**src/rtl/mem_port_arbiter.sv**
```systemverilog
// mem_port_arbiter: shares the single-port data RAM between the CPU execute
// stage (port A) and the UART loader/debug engine (port B). Round-robin on
// contention, plus a bounded lock that B can hold for atomic sequences.
// Read data returns one cycle after the grant as a per-port valid strobe.
module mem_port_arbiter #(
   parameter int AW       = 6,
   parameter int DW       = 32,
   parameter int MAX_LOCK = 8
) (
   input  logic          clk,
   input  logic          rst_n,
   input  logic          a_req,
   input  logic          a_we,
   input  logic [AW-1:0] a_addr,
   input  logic [DW-1:0] a_wdata,
   output logic          a_gnt,
   output logic          a_rvalid,
   output logic [DW-1:0] a_rdata,
   input  logic          b_req,
   input  logic          b_we,
   input  logic          b_lock,
   input  logic [AW-1:0] b_addr,
   input  logic [DW-1:0] b_wdata,
   output logic          b_gnt,
   output logic          b_rvalid,
   output logic [DW-1:0] b_rdata,
   output logic          ram_en,
   output logic          ram_we,
   output logic [AW-1:0] ram_addr,
   output logic [DW-1:0] ram_wdata,
   input  logic [DW-1:0] ram_rdata
);

   localparam logic [7:0] MAX_CNT = 8'(MAX_LOCK);

   typedef enum logic {UNLOCKED, LOCKED} lock_state_t;

   lock_state_t state, state_nxt;
   logic        last, last_nxt;      // 0 = A granted last, 1 = B
   logic [7:0]  lock_cnt, lock_cnt_nxt;
   logic        pend_a, pend_b;
   logic        at_limit;

   assign at_limit = (lock_cnt >= MAX_CNT);

   // State register: lock FSM, round-robin pointer and read-return pipeline
   always_ff @(posedge clk or negedge rst_n) begin
      if (!rst_n) begin
         state    <= UNLOCKED;
         last     <= 1'b1;
         lock_cnt <= '0;
         pend_a   <= 1'b0;
         pend_b   <= 1'b0;
      end else begin
         state    <= state_nxt;
         last     <= last_nxt;
         lock_cnt <= lock_cnt_nxt;
         pend_a   <= a_gnt && !a_we;
         pend_b   <= b_gnt && !b_we;
      end
   end

   // Output logic: zero-latency grant and RAM drive from the granted port
   always_comb begin
      a_gnt = 1'b0;
      b_gnt = 1'b0;
      if (state == LOCKED && b_req && !at_limit)
         b_gnt = 1'b1;
      else if (state == LOCKED && at_limit && a_req)
         a_gnt = 1'b1;
      else if (a_req && !b_req)
         a_gnt = 1'b1;
      else if (b_req && !a_req)
         b_gnt = 1'b1;
      else if (a_req && b_req) begin
         if (last) a_gnt = 1'b1;
         else      b_gnt = 1'b1;
      end

      ram_en    = a_gnt | b_gnt;
      ram_we    = 1'b0;
      ram_addr  = '0;
      ram_wdata = '0;
      if (a_gnt) begin
         ram_we    = a_we;
         ram_addr  = a_addr;
         ram_wdata = a_wdata;
      end else if (b_gnt) begin
         ram_we    = b_we;
         ram_addr  = b_addr;
         ram_wdata = b_wdata;
      end
   end

   // Next-state logic: round-robin pointer and B lock ownership/count
   always_comb begin
      state_nxt    = state;
      lock_cnt_nxt = lock_cnt;
      last_nxt     = last;

      if (a_gnt)      last_nxt = 1'b0;
      else if (b_gnt) last_nxt = 1'b1;

      case (state)
         UNLOCKED: begin
            if (b_gnt && b_lock) begin
               state_nxt    = LOCKED;
               lock_cnt_nxt = 8'd1;
            end
         end
         LOCKED: begin
            if (b_gnt && b_lock) begin
               if (lock_cnt != 8'hFF) lock_cnt_nxt = lock_cnt + 8'd1;
            end else if (b_gnt || !b_req || a_gnt) begin
               state_nxt    = UNLOCKED;
               lock_cnt_nxt = '0;
            end
         end
         default: begin
            state_nxt    = UNLOCKED;
            lock_cnt_nxt = '0;
         end
      endcase
   end

   assign a_rvalid = pend_a;
   assign b_rvalid = pend_b;
   assign a_rdata  = ram_rdata;
   assign b_rdata  = ram_rdata;

endmodule
```
**config.mk**
```make
export PLATFORM = sky130hd
export DESIGN_NAME = mem_port_arbiter
export DESIGN_NICKNAME = d
export VERILOG_FILES = /design/src/rtl/mem_port_arbiter.sv
export SDC_FILE = /design/constraint.sdc
export NUM_CORES = 1
export LEC_CHECK = 0
export CAP_MARGIN = 30
export CORE_AREA = 2 2 86 88
export CTS_BUF_LIST = sky130_fd_sc_hd__clkbuf_8
export DETAILED_ROUTE_END_ITERATION = 12
export DIE_AREA = 0 0 88 90
export PLACE_DENSITY_LB_ADDON = 0.1
export SLEW_MARGIN = 0
export SYNTH_ARGS = -nofsm -noshare
export SYNTH_HDL_FRONTEND = slang
export SYNTH_SLANG_ARGS = --single-unit
```
**constraint.sdc**
```tcl
create_clock -name clk -period 2.75 [get_ports clk]
set_input_delay 0.4125 -clock clk [delete_from_list [all_inputs] [get_ports clk]]
set_output_delay 0.4125 -clock clk [all_outputs]
set_load 0.01 [all_outputs]
```
==> results.sh, run 1 <==
export IMPL_status="complete, no violations"
export IMPL_async_flop_share_pct=100
export IMPL_arrival_ns=2.26
export IMPL_max_cap_violations=0
export IMPL_fp_dieH_um=90
export IMPL_ys_top_cells_by_area="buf_4, a22o_1, dfrtp_1, buf_12, dfstp_2"
export IMPL_fillers=705
export IMPL_combPwrFrac_pct=54.1
export IMPL_dieWidth_um=88
export IMPL_yosysUniqueCellTypes=41
export IMPL_yosysMostFrequentCell="buf_4"
export IMPL_rr_startpoint="lock_cnt[4]$_DFFE_PN0P_"
export IMPL_critical_path_class="flop to primary output"
export IMPL_crit_required_ns=2.34
export IMPL_fp_dieArea_um2=7920
export IMPL_maxSlewHeadroom_pct=61.2
export IMPL_synthDominantCellAreaShare_pct=28.9
export IMPL_worstMarginPinSlew_ns=0.580
export IMPL_synthFlopType="dfrtp_1"
export IMPL_startpoint="lock_cnt[4]$_DFFE_PN0P_"
export IMPL_start_kind="flop"
export IMPL_layout_nets=370
export IMPL_portBuffers=126
export IMPL_dp_slack_ns=0.109
export IMPL_clkPwrFrac_pct=22.7
export IMPL_seq_area_frac_synth_pct=18.1
export IMPL_start_util_pct=23.7
export IMPL_cts_sinks=12
export IMPL_hpwl_um=5200
export IMPL_numCtsBuffers=3
export IMPL_gp_congestion=0.735
export IMPL_dr_total_vias=1622
export IMPL_yosys_area_top_type="buf_4"
export IMPL_grt_overflow_total=0
export IMPL_drtIter0Drc=42
export IMPL_tritoncts="yes"
export IMPL_clock_latency_ns=0.25
export IMPL_antenna_cells=0
export IMPL_p_switching_uw=265
export IMPL_hold_viol=0
export IMPL_cts_clk_slew_worst_paths_ns=0.06
export IMPL_yosys_warnings=0
export IMPL_antenna_found_initial=0
export IMPL_min_period_ns=2.67
export IMPL_viasPerCell=4.62
export IMPL_end_kind="primary output"
export IMPL_worstHoldPathType="input pin to async pin"
export IMPL_cts_buffer_depth=2
export IMPL_fin_crit_sh_pct=97.1
export IMPL_fin_tns_setup_ns=0
export IMPL_max_freq_mhz=375
export IMPL_route_detailed_drc=0
export IMPL_postRouteAntennaNets=0
export IMPL_internal_power_uw=610
export IMPL_wire_per_inst_um=18.8
export IMPL_p_leak_nw=1.44
export IMPL_drive_above_1_share_pct=15.5
export IMPL_clock_skew_ns=0.00340
export IMPL_area_growth_pct=64.1
export IMPL_ys_top_cells_by_count="buf_4, a22o_1, dfrtp_1"
export IMPL_grt_max_degree=23
export IMPL_setup_violations_final=0
export IMPL_finalWorstSetupSlack_ns=0.0811
export IMPL_synthCells=182
export IMPL_coreArea_um2=7020
export IMPL_synth_edf_count=0
export IMPL_grt_pass1_wl_um=9140
export IMPL_ys_ff_latch=12
export IMPL_cts_root_buf="clkbuf_8"
export IMPL_drv_slew=0
export IMPL_avgSynthCellArea_um2=9.13
export IMPL_irDropWorstVdd_v=0.000191
export IMPL_syn_cell_area_um2=1660
export IMPL_rsz0062_at_grt="false"
export IMPL_powerDensity_nw_per_um2=321
export IMPL_grt_pass1_vias=1571
export IMPL_ioPinCount=223
export IMPL_routed_wl_um=6610
export IMPL_track_usage_pct=14.9
export IMPL_swShare_pct=30.3
export IMPL_num_rows=31
export IMPL_synth_fp_nets=299
export IMPL_htreeDepth=1
export IMPL_first_pass_iters=6
export IMPL_seqPwrFrac_pct=23.2
export IMPL_cp_max_fo=10
-- placed cells by master, fill, tap and decap left out, types with 2 or more instances in the layout --
cell type and count:
clkdlybuf4s50_1 86, a22o_1 41, dlymetal6s2s_1 28, dfrtp_1 11, clkbuf_2 9, buf_4 8, nand3_1 5, nand2_1 4
o21ai_0 4, clkbuf_8 4, buf_12 4, inv_1 3, nor2_1 3, a21oi_1 3, dlygate4sd2_1 3, nor3_1 2
or3_1 2, a31o_2 2, and3_1 2, ha_1 2, clkbuf_16 2
-- worst paths after layout --
path | end | slack (ns) | depth (start not counted)
min | lock_cnt[3]$_DFFE_PN0P_ | 0.54 | 1
max in group asynchronous | a_rvalid$_DFF_PN0_ | 1.83 | 1
min in group clk | lock_cnt[5]$_DFFE_PN0P_ | 0.56 | 1
min reg2reg | lock_cnt[5]$_DFFE_PN0P_ | 0.56 | 1
max reg2reg | lock_cnt[7]$_DFFE_PN0P_ | 0.81 | 5
max | ram_wdata[24] | 0.08 | 7
-- cell families (layout without fill, tap and decap cells) --
| family | count (synthesis) | in the layout | synth area share [%] |
|---|---|---|---|
| flip-flops | 12 | 12 | 18.1 |
| buffers and inverters | 77 | 147 | 37.0 |
| adder cells (fa/ha/maj) | 2 | 2 | 1.51 |
| XOR/XNOR | 1 | 1 | 0.527 |
| AND/OR/NAND/NOR | 27 | 27 | 9.64 |
| AO/OA/AOI/OAI | 63 | 63 | 33.1 |
-- final cells by class --
cell class                 instances  area (um^2)  share of cell area, %
timing repair buffer             140         1470                   54.0
multi-input combinational         93          762                   27.9
sequential                        12          302                   11.1
tap                               99          124                   4.54
clock buffer                       4         55.1                   2.02
inverter                           3         11.3                  0.413
-- power groups by stage --
stage / clock network (mW) / logic, mW / registers (mW)
floorplan: 0 / 0.293 / 0.203
global placement: 0 / 0.485 / 0.206
detailed placement: 0 / 0.484 / 0.206
CTS: 0.207 / 0.474 / 0.203
global route: 0.211 / 0.502 / 0.205
finish: 0.198 / 0.473 / 0.203
-- through the flow --
stage,area (um^2),cells,hold WS (ns),util (%),power [mW]
after CTS,2620,347,0.553,37.3,0.884
after detailed placement,2580,343,0.555,36.7,0.690
after global routing,2730,351,0.585,38.8,0.918
final,2730,351,0.536,38.8,0.875
after global placement,2580,343,0.539,36.7,0.691
after floorplan,1660,182,0.117,-,0.496
-- critical path, cell delays in order (launching register included) --
cell	delay (ns)
dfrtp_1	0.38
or4_4	0.57
o221a_4	0.25
nor2b_4	0.19
buf_4	0.16
clkbuf_16	0.15
a22o_1	0.13
dlymetal6s2s_1	0.18
-- flip-flops by register name (all words and copies together) (netlist names) --
register,flops
a_rvalid,1
last,1
state,1
b_rvalid,1
lock_cnt,8
-- layer usage --
| layer | GRT usage [%] | part of all wire, % |
|---|---|---|
| met1 | 16.5 | 37 |
| met2 | 27.5 | 51 |
| met3 | 4.96 | 11 |
| met4 | 2.69 | 1.0 |
| met5 | 0 | 0 |
-- timing repair --
action                     CTS  global route
resized for setup           12            47
gates cloned                 0             2
hold buffers                 0             0
setup buffers                0             2
setup endpoints to repair   40            39
Power figures use the tool's default switching activity.
==> inputs of run 2 (changes only) <==
--- a/config.mk
+++ b/config.mk
@@ -7,3 +7,2 @@
 export LEC_CHECK = 0
-export CAP_MARGIN = 30
 export CORE_AREA = 2 2 86 88
==> constraint.sdc (replaced) <==
create_clock -name clk -period 2.75 [get_ports clk]
set_input_delay 0.55 -clock clk [delete_from_list [all_inputs] [get_ports clk]]
set_output_delay 0.55 -clock clk [all_outputs]
set_load 0.01 [all_outputs]
==> run 2 against run 1 <==
The run now ends with negative setup slack left. Maximum frequency decreased by 3.7%. Cell area decreased by 2.0%. Flip-flop and latch count unchanged. Sequential power about the same.
==> results.sh, run 2 (same netlist as run 1, synthesis figures left out) <==
export IMPL_internal_power_uw=579
export IMPL_grt_pass1_vias=1623
export IMPL_worstMarginPinSlew_ns=0.581
export IMPL_status="finished with violations"
export IMPL_violations="negative setup slack"
export IMPL_setup_violations_final=4
export IMPL_area_growth_pct=60.8
export IMPL_startpoint="lock_cnt[3]$_DFFE_PN0P_"
export IMPL_utilization_pct=38.1
export IMPL_largest_register_ffs=8
export IMPL_arrival_ns=2.22
export IMPL_min_to="lock_cnt[5]$_DFFE_PN0P_"
export IMPL_r2r_end="lock_cnt[7]$_DFFE_PN0P_"
export IMPL_track_usage_pct=15.5
export IMPL_reg2regPathDepth=6
export IMPL_hold_viol=0
export IMPL_grt_max_degree=25
export IMPL_fp_dieH_um=90
export IMPL_powerDensity_nw_per_um2=314
export IMPL_start_kind="flop"
export IMPL_cts_root_buf="clkbuf_8"
export IMPL_worstHoldPathType="flop to flop"
export IMPL_tritoncts="yes"
export IMPL_dr_total_vias=1612
export IMPL_drive_above_1_share_pct=29.0
export IMPL_max_freq_mhz=361
export IMPL_mostFrequentLayoutCells="clkdlybuf4s50_1, a22o_1, buf_2, clkdlybuf4s15_2, buf_4"
export IMPL_viasPerCell=4.50
export IMPL_layout_commonest_cell="clkdlybuf4s50_1"
export IMPL_critical_path_class="flop to primary output"
export IMPL_finalWorstSetupSlack_ns=-0.0212
export IMPL_clock_latency_ns=0.24
export IMPL_antenna_cells=0
export IMPL_numCtsBuffers=3
export IMPL_postRouteAntennaNets=0
export IMPL_p_switching_uw=262
export IMPL_rsz0062_at_grt="true"
export IMPL_num_rows=31
export IMPL_cts_clk_slew_worst_paths_ns=0.06
export IMPL_rr_startpoint="lock_cnt[3]$_DFFE_PN0P_"
export IMPL_holdBufCountCts=0
export IMPL_portBuffers=126
export IMPL_clkPwrFrac_pct=19.6
export IMPL_seqPwrFrac_pct=24.1
export IMPL_layout_nets=377
export IMPL_fin_crit_sh_pct=101
export IMPL_drv_slew=0
export IMPL_route_detailed_drc=0
export IMPL_p_total_uw=840
export IMPL_holdPathStages=1
export IMPL_crit_required_ns=2.20
export IMPL_combPwrFrac_pct=56.4
export IMPL_p_leak_nw=1.18
export IMPL_coreArea_um2=7020
export IMPL_reg2reg_setup_slack_ns=0.67
export IMPL_swShare_pct=31.1
export IMPL_grt_overflow_total=0
export IMPL_clock_skew_ns=0.00440
export IMPL_max_cap_violations=0
export IMPL_fp_dieArea_um2=7920
export IMPL_routed_wl_um=6540
export IMPL_htreeDepth=1
export IMPL_drtIter0Drc=36
export IMPL_start_util_pct=23.7
export IMPL_dieWidth_um=88
export IMPL_min_period_ns=2.77
export IMPL_irDropWorstVdd_v=0.000210
export IMPL_ioPinCount=223
export IMPL_min_delay_start="lock_cnt[5]$_DFFE_PN0P_"
export IMPL_top_register="lock_cnt"
export IMPL_cts_sinks=12
export IMPL_hpwl_um=5130
export IMPL_end_kind="primary output"
export IMPL_antenna_found_initial=0
export IMPL_cts_buffer_depth=2
export IMPL_grt_pass1_wl_um=9600
export IMPL_maxSlewHeadroom_pct=61.1
export IMPL_first_pass_iters=4
export IMPL_wire_per_inst_um=18.3
export IMPL_cp_max_fo=24
export IMPL_gp_congestion=0.751
-- run 2: critical path, stage by stage, from the launching register on --
cell and delay [ns]:
dfrtp_1 0.38, or4_4 0.56, buf_4 0.15, o22ai_2 0.13
a21boi_4 0.10, buf_12 0.17, a22o_1 0.25, clkdlybuf4s15_2 0.22
-- run 2: layout make-up --
class | instances | area, um^2
Tap cell | 99 | 124
Timing Repair Buffer | 147 | 1430
Multi-Input combinational cell | 93 | 762
Fill cell | 718 | 4350
Inverter | 3 | 11.3
Sequential cell | 12 | 302
Clock inverter | 1 | 3.75
Clock buffer | 3 | 41.3
-- run 2: routing by layer --
metal	routed length (um)	vias up	GRT usage [%]
li1	-	759	-
met1	2460	742	17.3
met2	3310	98	28.2
met3	717	13	5.97
met4	49	0	1.79
met5	0	-	0
-- run 2: through the flow --
stage | setup WS (ns) | setup TNS, ns | cells | hold WS [ns] | cell area (um^2)
after floorplan | 0.412 | 0 | 182 | 0.254 | 1660
after global placement | -0.0656 | -1.09 | 346 | 0.555 | 2600
after detailed placement | -0.0976 | -1.79 | 346 | 0.547 | 2600
after CTS | -0.0377 | -0.239 | 354 | 0.560 | 2650
after global routing | -0.0828 | -1.29 | 358 | 0.581 | 2670
final | -0.0212 | -0.0517 | 358 | 0.563 | 2670
-- run 2: worst max path at each step --
stage               depth (start not counted)       endpoint  slack [ns]
global route                                7   ram_wdata[3]       -0.08
floorplan                                   6    ram_addr[0]        0.41
detailed placement                          5  ram_wdata[19]        -0.1
global placement                            5  ram_wdata[19]       -0.07
finish                                      7  ram_wdata[13]       -0.02
CTS                                         7  ram_wdata[19]       -0.04
-- run 2: repair_timing --
item	in CTS	in global routing
gates cloned	1	1
buffers inserted	3	3
endpoints found under the setup margin	40	25
gates resized for setup	137	8
pin swaps	8	7
-- run 2: power by group through the flow --
stage	clock network, mW	registers, mW	logic (mW)
global placement	0	0.206	0.487
global route	0.179	0.205	0.505
detailed placement	0	0.206	0.487
CTS	0.170	0.203	0.475
finish	0.164	0.202	0.474
floorplan	0	0.203	0.293
